File: config.mk
export PLATFORM = sky130hd
export DESIGN_NAME = ps2_host_tx
export DESIGN_NICKNAME = d
export VERILOG_FILES = /design/src/rtl/ps2_types.sv /design/src/rtl/ps2_tick_divider.sv /design/src/rtl/ps2_host_tx.sv
export SDC_FILE = /design/constraint.sdc
export NUM_CORES = 1
export LEC_CHECK = 0
export BUFFER_PORTS_ARGS = -buffer_cell sky130_fd_sc_hd__buf_2
export CAP_MARGIN = 20
export CORE_MARGIN = 1
export CORE_UTILIZATION = 36
export DETAILED_ROUTE_END_ITERATION = 16
export GPL_TIMING_DRIVEN = 1
export SYNTH_ARGS = -nofsm -noshare
export SYNTH_HDL_FRONTEND = slang
export SYNTH_SLANG_ARGS = --single-unit
File: constraint.sdc
create_clock -name clk -period 4.9 [get_ports clk]
set_clock_uncertainty 0.15 [all_clocks]
set_input_delay 0.245 -clock clk [delete_from_list [all_inputs] [get_ports clk]]
set_output_delay 0.245 -clock clk [all_outputs]
set_load 0.03 [all_outputs]
File: src/rtl/ps2_types.sv
// Shared PS/2 types for the host transmit and receive paths.
//   t_ps2_pins      : open-drain pin pair (clk, data); 1 = float high, 0 = pull low
//   t_ps2_tx_status : completion status reported with tx_done
//   t_ps2_tx_state  : host transmit state machine encoding
//   PS2_*           : default tick counts for 3us ticks
//   ps2_tx_frame    : data bits, odd parity and stop bit in shift order
package ps2_types;

    typedef struct packed {
        logic clk;
        logic data;
    } t_ps2_pins;

    typedef enum logic [1:0] {
        TX_ACKED   = 2'd0,
        TX_NACK    = 2'd1,
        TX_TIMEOUT = 2'd2
    } t_ps2_tx_status;

    typedef enum logic [2:0] {
        IDLE,
        INHIBIT,
        REQUEST,
        SHIFT,
        WAIT_IDLE
    } t_ps2_tx_state;

    localparam int PS2_INHIBIT_TICKS      = 40;
    localparam int PS2_FIRST_EDGE_TIMEOUT = 5000;
    localparam int PS2_EDGE_TIMEOUT       = 100;

    // Bits 0..7 are the data (LSB first), bit 8 odd parity, bit 9 the stop bit.
    function automatic logic [9:0] ps2_tx_frame(input logic [7:0] b);
        return {1'b1, ~^b, b};
    endfunction

endpackage

File: src/rtl/ps2_tick_divider.sv
// 3us tick generator shared by the PS/2 host transmit and receive paths.
//   clk, reset : system clock, asynchronous active-high reset
//   divider    : system clocks per tick; 0 stops the ticks
//   enable     : counter runs only while high, otherwise held at 0
//   tick       : one-cycle pulse every divider clocks
module ps2_tick_divider (
    input  logic        clk,
    input  logic        reset,
    input  logic [15:0] divider,
    input  logic        enable,
    output logic        tick
);

    logic [15:0] cnt_q;
    logic        run;

    assign run = enable && (divider != 16'd0);
    // >= rather than == so that shrinking divider mid-count cannot make the
    // counter run past the terminal value and wrap.
    assign tick = run && (cnt_q >= divider - 16'd1);

    always_ff @(posedge clk or posedge reset) begin
        if (reset) begin
            cnt_q <= 16'd0;
        end else if (!run || tick) begin
            cnt_q <= 16'd0;
        end else begin
            cnt_q <= cnt_q + 16'd1;
        end
    end

endmodule

File: src/rtl/ps2_host_tx.sv
// PS/2 host-to-device transmitter: accepts one byte over valid/ready, runs the
// request-to-send sequence (inhibit, request, shift on device clock, ack check)
// and reports a completion status.
//   clk, reset            : system clock, asynchronous active-high reset
//   divider               : system clocks per 3us tick; 0 disables the block
//   ps2_in__clk/data      : raw pin values
//   tx_valid/tx_data      : command byte offer
//   tx_ready              : idle and able to accept a byte
//   tx_active             : transfer in progress (receiver ignores pins)
//   tx_done/tx_status     : one-cycle completion pulse, 0 ack / 1 nack / 2 timeout
//   ps2_out__clk/data     : open-drain drive, 1 = float, 0 = pull low
module ps2_host_tx
    import ps2_types::*;
#(
    parameter int INHIBIT_TICKS      = PS2_INHIBIT_TICKS,
    parameter int FIRST_EDGE_TIMEOUT = PS2_FIRST_EDGE_TIMEOUT,
    parameter int EDGE_TIMEOUT       = PS2_EDGE_TIMEOUT
) (
    input  logic        clk,
    input  logic        reset,
    input  logic [15:0] divider,
    input  logic        ps2_in__clk,
    input  logic        ps2_in__data,
    input  logic        tx_valid,
    input  logic [7:0]  tx_data,
    output logic        tx_ready,
    output logic        tx_active,
    output logic        tx_done,
    output logic [1:0]  tx_status,
    output logic        ps2_out__clk,
    output logic        ps2_out__data
);

    localparam logic [15:0] INHIBIT_LAST = 16'(INHIBIT_TICKS - 1);
    localparam logic [15:0] FIRST_LOAD   = 16'(FIRST_EDGE_TIMEOUT);
    localparam logic [15:0] EDGE_LOAD    = 16'(EDGE_TIMEOUT);

    t_ps2_tx_state  state_q, state_d;
    t_ps2_pins      pins_p0, pins_p1, ps2_out;
    t_ps2_tx_status held_status;
    logic           clk_prev_p2;
    logic           fall, tick, tick_en, accept, expire, timeout_hit;
    logic [15:0]    inhibit_cnt, timeout_cnt;
    logic [3:0]     edge_cnt;
    logic           data_bit;
    logic [9:0]     frame;

    ps2_tick_divider u_tick (
        .clk     (clk),
        .reset   (reset),
        .divider (divider),
        .enable  (tick_en),
        .tick    (tick)
    );

    assign tick_en   = (state_q != IDLE);
    // Gated with reset so the block does not look ready while held in reset.
    assign tx_ready  = (state_q == IDLE) && (divider != 16'd0) && !reset;
    assign tx_active = (state_q != IDLE);
    assign accept    = tx_valid && tx_ready;
    assign expire    = tick && (timeout_cnt == 16'd1);

    // Stage p0/p1: two-flop pin synchroniser; p2: previous clk for edge detect
    always_ff @(posedge clk or posedge reset) begin
        if (reset) begin
            pins_p0     <= '1;
            pins_p1     <= '1;
            clk_prev_p2 <= 1'b1;
        end else begin
            pins_p0     <= {ps2_in__clk, ps2_in__data};
            pins_p1     <= pins_p0;
            clk_prev_p2 <= pins_p1.clk;
        end
    end

    assign fall = clk_prev_p2 && !pins_p1.clk;

    // Frame is pure data, captured only on acceptance.
    always_ff @(posedge clk) begin
        if (accept) frame <= ps2_tx_frame(tx_data);
    end

    always_comb begin
        state_d     = state_q;
        tx_done     = 1'b0;
        timeout_hit = 1'b0;
        case (state_q)
            IDLE:    if (accept) state_d = INHIBIT;
            INHIBIT: if (tick && inhibit_cnt == INHIBIT_LAST) state_d = REQUEST;
            REQUEST: if (tick) state_d = SHIFT;
            SHIFT: begin
                // A falling edge takes priority over an expiring timeout.
                if (fall) begin
                    if (edge_cnt == 4'd10) state_d = WAIT_IDLE;
                end else if (expire) begin
                    state_d     = IDLE;
                    tx_done     = 1'b1;
                    timeout_hit = 1'b1;
                end
            end
            WAIT_IDLE: begin
                if (pins_p1.clk && pins_p1.data) begin
                    state_d = IDLE;
                    tx_done = 1'b1;
                end else if (expire) begin
                    state_d     = IDLE;
                    tx_done     = 1'b1;
                    timeout_hit = 1'b1;
                end
            end
            default: state_d = IDLE;
        endcase
    end

    assign tx_status = !tx_done    ? 2'(TX_ACKED)   :
                       timeout_hit ? 2'(TX_TIMEOUT) : 2'(held_status);

    always_ff @(posedge clk or posedge reset) begin
        if (reset) begin
            state_q     <= IDLE;
            inhibit_cnt <= 16'd0;
            timeout_cnt <= 16'd0;
            edge_cnt    <= 4'd0;
            data_bit    <= 1'b1;
            held_status <= TX_ACKED;
        end else begin
            state_q <= state_d;
            case (state_q)
                INHIBIT: begin
                    if (tick) inhibit_cnt <= (inhibit_cnt == INHIBIT_LAST) ? 16'd0 : inhibit_cnt + 16'd1;
                end
                REQUEST: begin
                    if (tick) begin
                        edge_cnt    <= 4'd0;
                        timeout_cnt <= FIRST_LOAD;
                        data_bit    <= 1'b0;   // start bit
                    end
                end
                SHIFT: begin
                    if (fall) begin
                        edge_cnt    <= edge_cnt + 4'd1;
                        timeout_cnt <= EDGE_LOAD;
                        // Edges 1..10 drive frame[edge-1]; edge 11 samples the ack.
                        if (edge_cnt < 4'd10) data_bit <= frame[edge_cnt];
                        else held_status <= pins_p1.data ? TX_NACK : TX_ACKED;
                    end else if (tick) begin
                        timeout_cnt <= timeout_cnt - 16'd1;
                    end
                end
                WAIT_IDLE: begin
                    if (tick && timeout_cnt != 16'd0) timeout_cnt <= timeout_cnt - 16'd1;
                end
                default: ;
            endcase
        end
    end

    always_comb begin
        ps2_out = '1;
        case (state_q)
            INHIBIT: ps2_out.clk = 1'b0;
            REQUEST: begin
                ps2_out.clk  = 1'b0;
                ps2_out.data = 1'b0;
            end
            SHIFT:   ps2_out.data = data_bit;
            default: ;
        endcase
    end

    assign ps2_out__clk  = ps2_out.clk;
    assign ps2_out__data = ps2_out.data;

endmodule

==> results by group <==
Run status
  • Status: complete, but fails checks
  • Violated checks: DRC

Setup path
  • Critical path cell sequence: buf_2 -> nor4_4 -> nand2_1 -> or3_1 -> xor2_1 -> ha_1 -> nand4_1 -> nor4_1 -> a32oi_1 -> a21oi_2 -> nand2_1 -> o31a_1 -> a21oi_1 -> buf_2
  • Startpoint types: input port
  • CP max FO: 14
  • Slowest CP cell: a21oi_2
  • CP required: ~4.5 ns
  • CP endpoint kind: output pin
  • Crit Path Category: in2out
  • Critical Path AT: about 3.7 ns
  • Largest stage delay, worst path: about 0.48 ns

Timing
  • Final slew viol count: 0
  • Slew margin rel.: about 43%
  • Final Setup Violations: 0
  • Maximum clock frequency: between 0.2 and 0.25 GHz
  • Final hold slack: around 0.0064 ns
  • Final TNS setup: 0 ns
  • Worst slew pin tran: around 0.84 ns
  • Fin crit period: about 4.0 ns
  • Unrepaired setup endpoints after global routing: false
  • Worst setup margin: about 0.85 ns
  • Period utilisation layout: 82.6%
  • Final hold vios: 0

Global routing
  • Global-route wire length before repair: 16.1 mm
  • GRT Total Usage: around 16%
  • Vias in the first global route: roughly 3500
  • Initial antenna violation count: 0
  • Largest net degree at the start of global routing: 63
  • Gr ovfl total: 0

Cells and area
  • Commonest non-fill, non-tap cells in the layout: dfrtp_1 (56), nand2_1 (54), nor2_1 (52)
  • Most common cell after layout, fill and taps aside: dfrtp_1
  • Share of layout cells above drive strength 1: approximately 14%
  • Area growth, synth to finish: 17.2%
  • Filler instances: roughly 1100
  • Antenna diode count: 0
  • Final net count: 576
  • Post-route cell area: roughly 5000 µm²

Pwr
  • Pwr dens: 450 nW/µm²
  • Leak Pwr: between 2 and 2.5 nW
  • VDD IR max: approximately 0.00021 V

Routing
  • Vias: 3605
  • First-pass iteration count of the detailed router: 10
  • Drt total wl: a little over 9 mm
  • Post-route DRC: 1
  • Routed WL per cell: 13.9 µm
  • Antenna-violating nets left: 0
  • Starting DRT DRC Count: ~180
  • Routed vias/inst: 5.36

Yosys
  • Synth area leader: dfrtp_1
  • Post-synth EDFFs: 9
  • Mapped Avg Cell Area: a little over 9 µm²
  • Synth async-reset ratio: between 80 and 90%
  • Sequential area share after synthesis: 41.9%
  • Syn. warnings: 0
  • Mapped Area: about 4400 µm²
  • Top_reg_cell synth: dfrtp_1
  • Post-synth top area share: between 30% and 40%
  • Post-Syn Instances: around 480
  • Syn_nets: 530
  • Number of register bits inferred by synthesis: 71
  • Synth top area cells: dfrtp_1 (32%), ha_1 (6.6%), edfxtp_1 (6.2%)
  • Count of cell types in the netlist: 56

Floorplanning
  • # IOs: 36
  • Die H: roughly 110 µm
  • Die area: 12600 µm²
  • Row cnt: 39
  • Die W: 112 µm
  • Core box area: 11600 µm²
  • Initial Util: a little under two fifths

Flow run
  • MaxCap Viol Count: 0

Clocking
  • CTS Buf Count: 9
  • Setup bufs post-CTS: 0
  • Clk buf depth: 2
  • Root buf cell: clkbuf_16
  • Htree depth: 3
  • Clock slew at reported path FFs: ~0.06 ns
  • Clk_lat worst skew: approximately 0.33 ns
  • Clk sinks: between 70 and 80
  • CTS tree: built

Placed design
  • Dpl hpwl: ~7.0 mm
  • Placed cell area: around 4700 µm²
  • RePlAce Congestion: 0.847
  • Worst slack, placed: 0.757 ns
  • IO buf count: 35

Worst hold path
  • HP Class: in2async
==> logic make-up after synthesis <==
| logic type | after synthesis | share of synthesized area (%) |
|---|---|---|
| AOI/OAI and AO/OA | 95 | 13.3 |
| xor gates and xnor gates | 47 | 9.43 |
| adders and majority gates | 23 | 6.60 |
| buffers and inverters | 27 | 2.47 |
| DFF | 71 | 41.9 |
| muxes | 4 | 1.52 |
| and+or+nand+nor | 211 | 24.7 |
==> final timing paths <==
path | start | endpoint | slack [ns] | cells after the start
worst max-delay path | divider[2] | tx_done | 0.85 | 14
worst min-delay path | reset | u_tick.cnt_q[13] | 0.006 | 3
worst max register to register | state_q[0] | timeout_cnt[11] | 1.61 | 8
worst min register to register | pins_p0[1] | pins_p1[1] | 0.21 | 0
max in group asynchronous | reset | timeout_cnt[11] | 4.09 | 3
min in group clk | reset | frame[2] | 0.12 | 2
==> cell type report <==
| type | instances | area, µm² | share of cell area (%) |
|---|---|---|---|
| inverters | 14 | 52.6 | 1.03 |
| clock inverters | 7 | 96.3 | 1.88 |
| flip-flops and latches | 71 | 1830 | 35.8 |
| multi-input cells | 380 | 2430 | 47.6 |
| clock buffers | 9 | 225 | 4.41 |
| repair buffers | 48 | 298 | 5.82 |
| well taps | 143 | 179 | 3.50 |
==> critical path: cells and delay by family <==
kind	cells	cell delay (ns)
AND/OR/NAND/NOR	6	1.52
AO/OA/AOI/OAI	4	1.10
buffers and inverters	2	0.36
adder cells (fa/ha/maj)	1	0.27
XOR/XNOR	1	0.15
==> sequential cells by signal, indices dropped and copies added, names as in the netlist <==
name          cells
inhibit_cnt      16
timeout_cnt      16
u_tick.cnt_q     16
frame             9
edge_cnt          4
state_q           3
pins_p0           2
pins_p1           2
clk_prev_p2       1
data_bit          1
held_status       1
==> power by group <==
part / internal [W] / total [W] / switching (W)
sequential: 0.000692 / 0.000803 / 0.000112
clock: 0.000446 / 0.000702 / 0.000256
combinational: 0.000293 / 0.000794 / 0.000501
total: 0.00143 / 0.00230 / 0.000869
==> cell usage after synthesis (all sizes together) (2+ instances only) <==
master,n
dfrtp,56
nand2,55
nor2,52
o21ai,35
a21oi,29
xnor2,25
ha,23
nand3,22
xor2,22
nor3,17
inv,14
nand4,14
clkbuf,10
edfxtp,9
nor4,9
or3,8
dfstp,6
o31ai,6
and2,5
and3,5
nand2b,5
nor3b,5
a21o,4
a31oi,4
nand3b,4
buf,3
a22o,2
mux4,2
nor2b,2
o211ai,2
o21bai,2
o41ai,2
or4,2
==> routing by layer <==
| layer | up-vias | share of wire [%] | global-route usage [%] | wire length (µm) |
|---|---|---|---|---|
| met4 | 0 | 1.4 | 6.49 | 132 |
| met2 | 61 | 48 | 27.2 | 4520 |
| met1 | 1727 | 46 | 20.3 | 4340 |
| met5 | - | 0 | 0 | 0 |
| met3 | 12 | 3.9 | 2.48 | 367 |
| li1 | 1805 | - | - | - |
==> stage by stage <==
step / util, % / power (W) / cells
floorplan: - / 0.00139 / 478
global placement: 40.3 / 0.00156 / 644
detailed placement: 40.3 / 0.00158 / 644
CTS: 43.9 / 0.00230 / 670
global route: 44.0 / 0.00244 / 672
finish: 44.0 / 0.00230 / 672
==> timing repair <==
| action | CTS | global route |
|---|---|---|
| hold buffers | 10 | 0 |
| hold endpoints to repair | 10 | 0 |
| resized for setup | 0 | 0 |
Note: power is estimated with default switching activity, not from simulation.
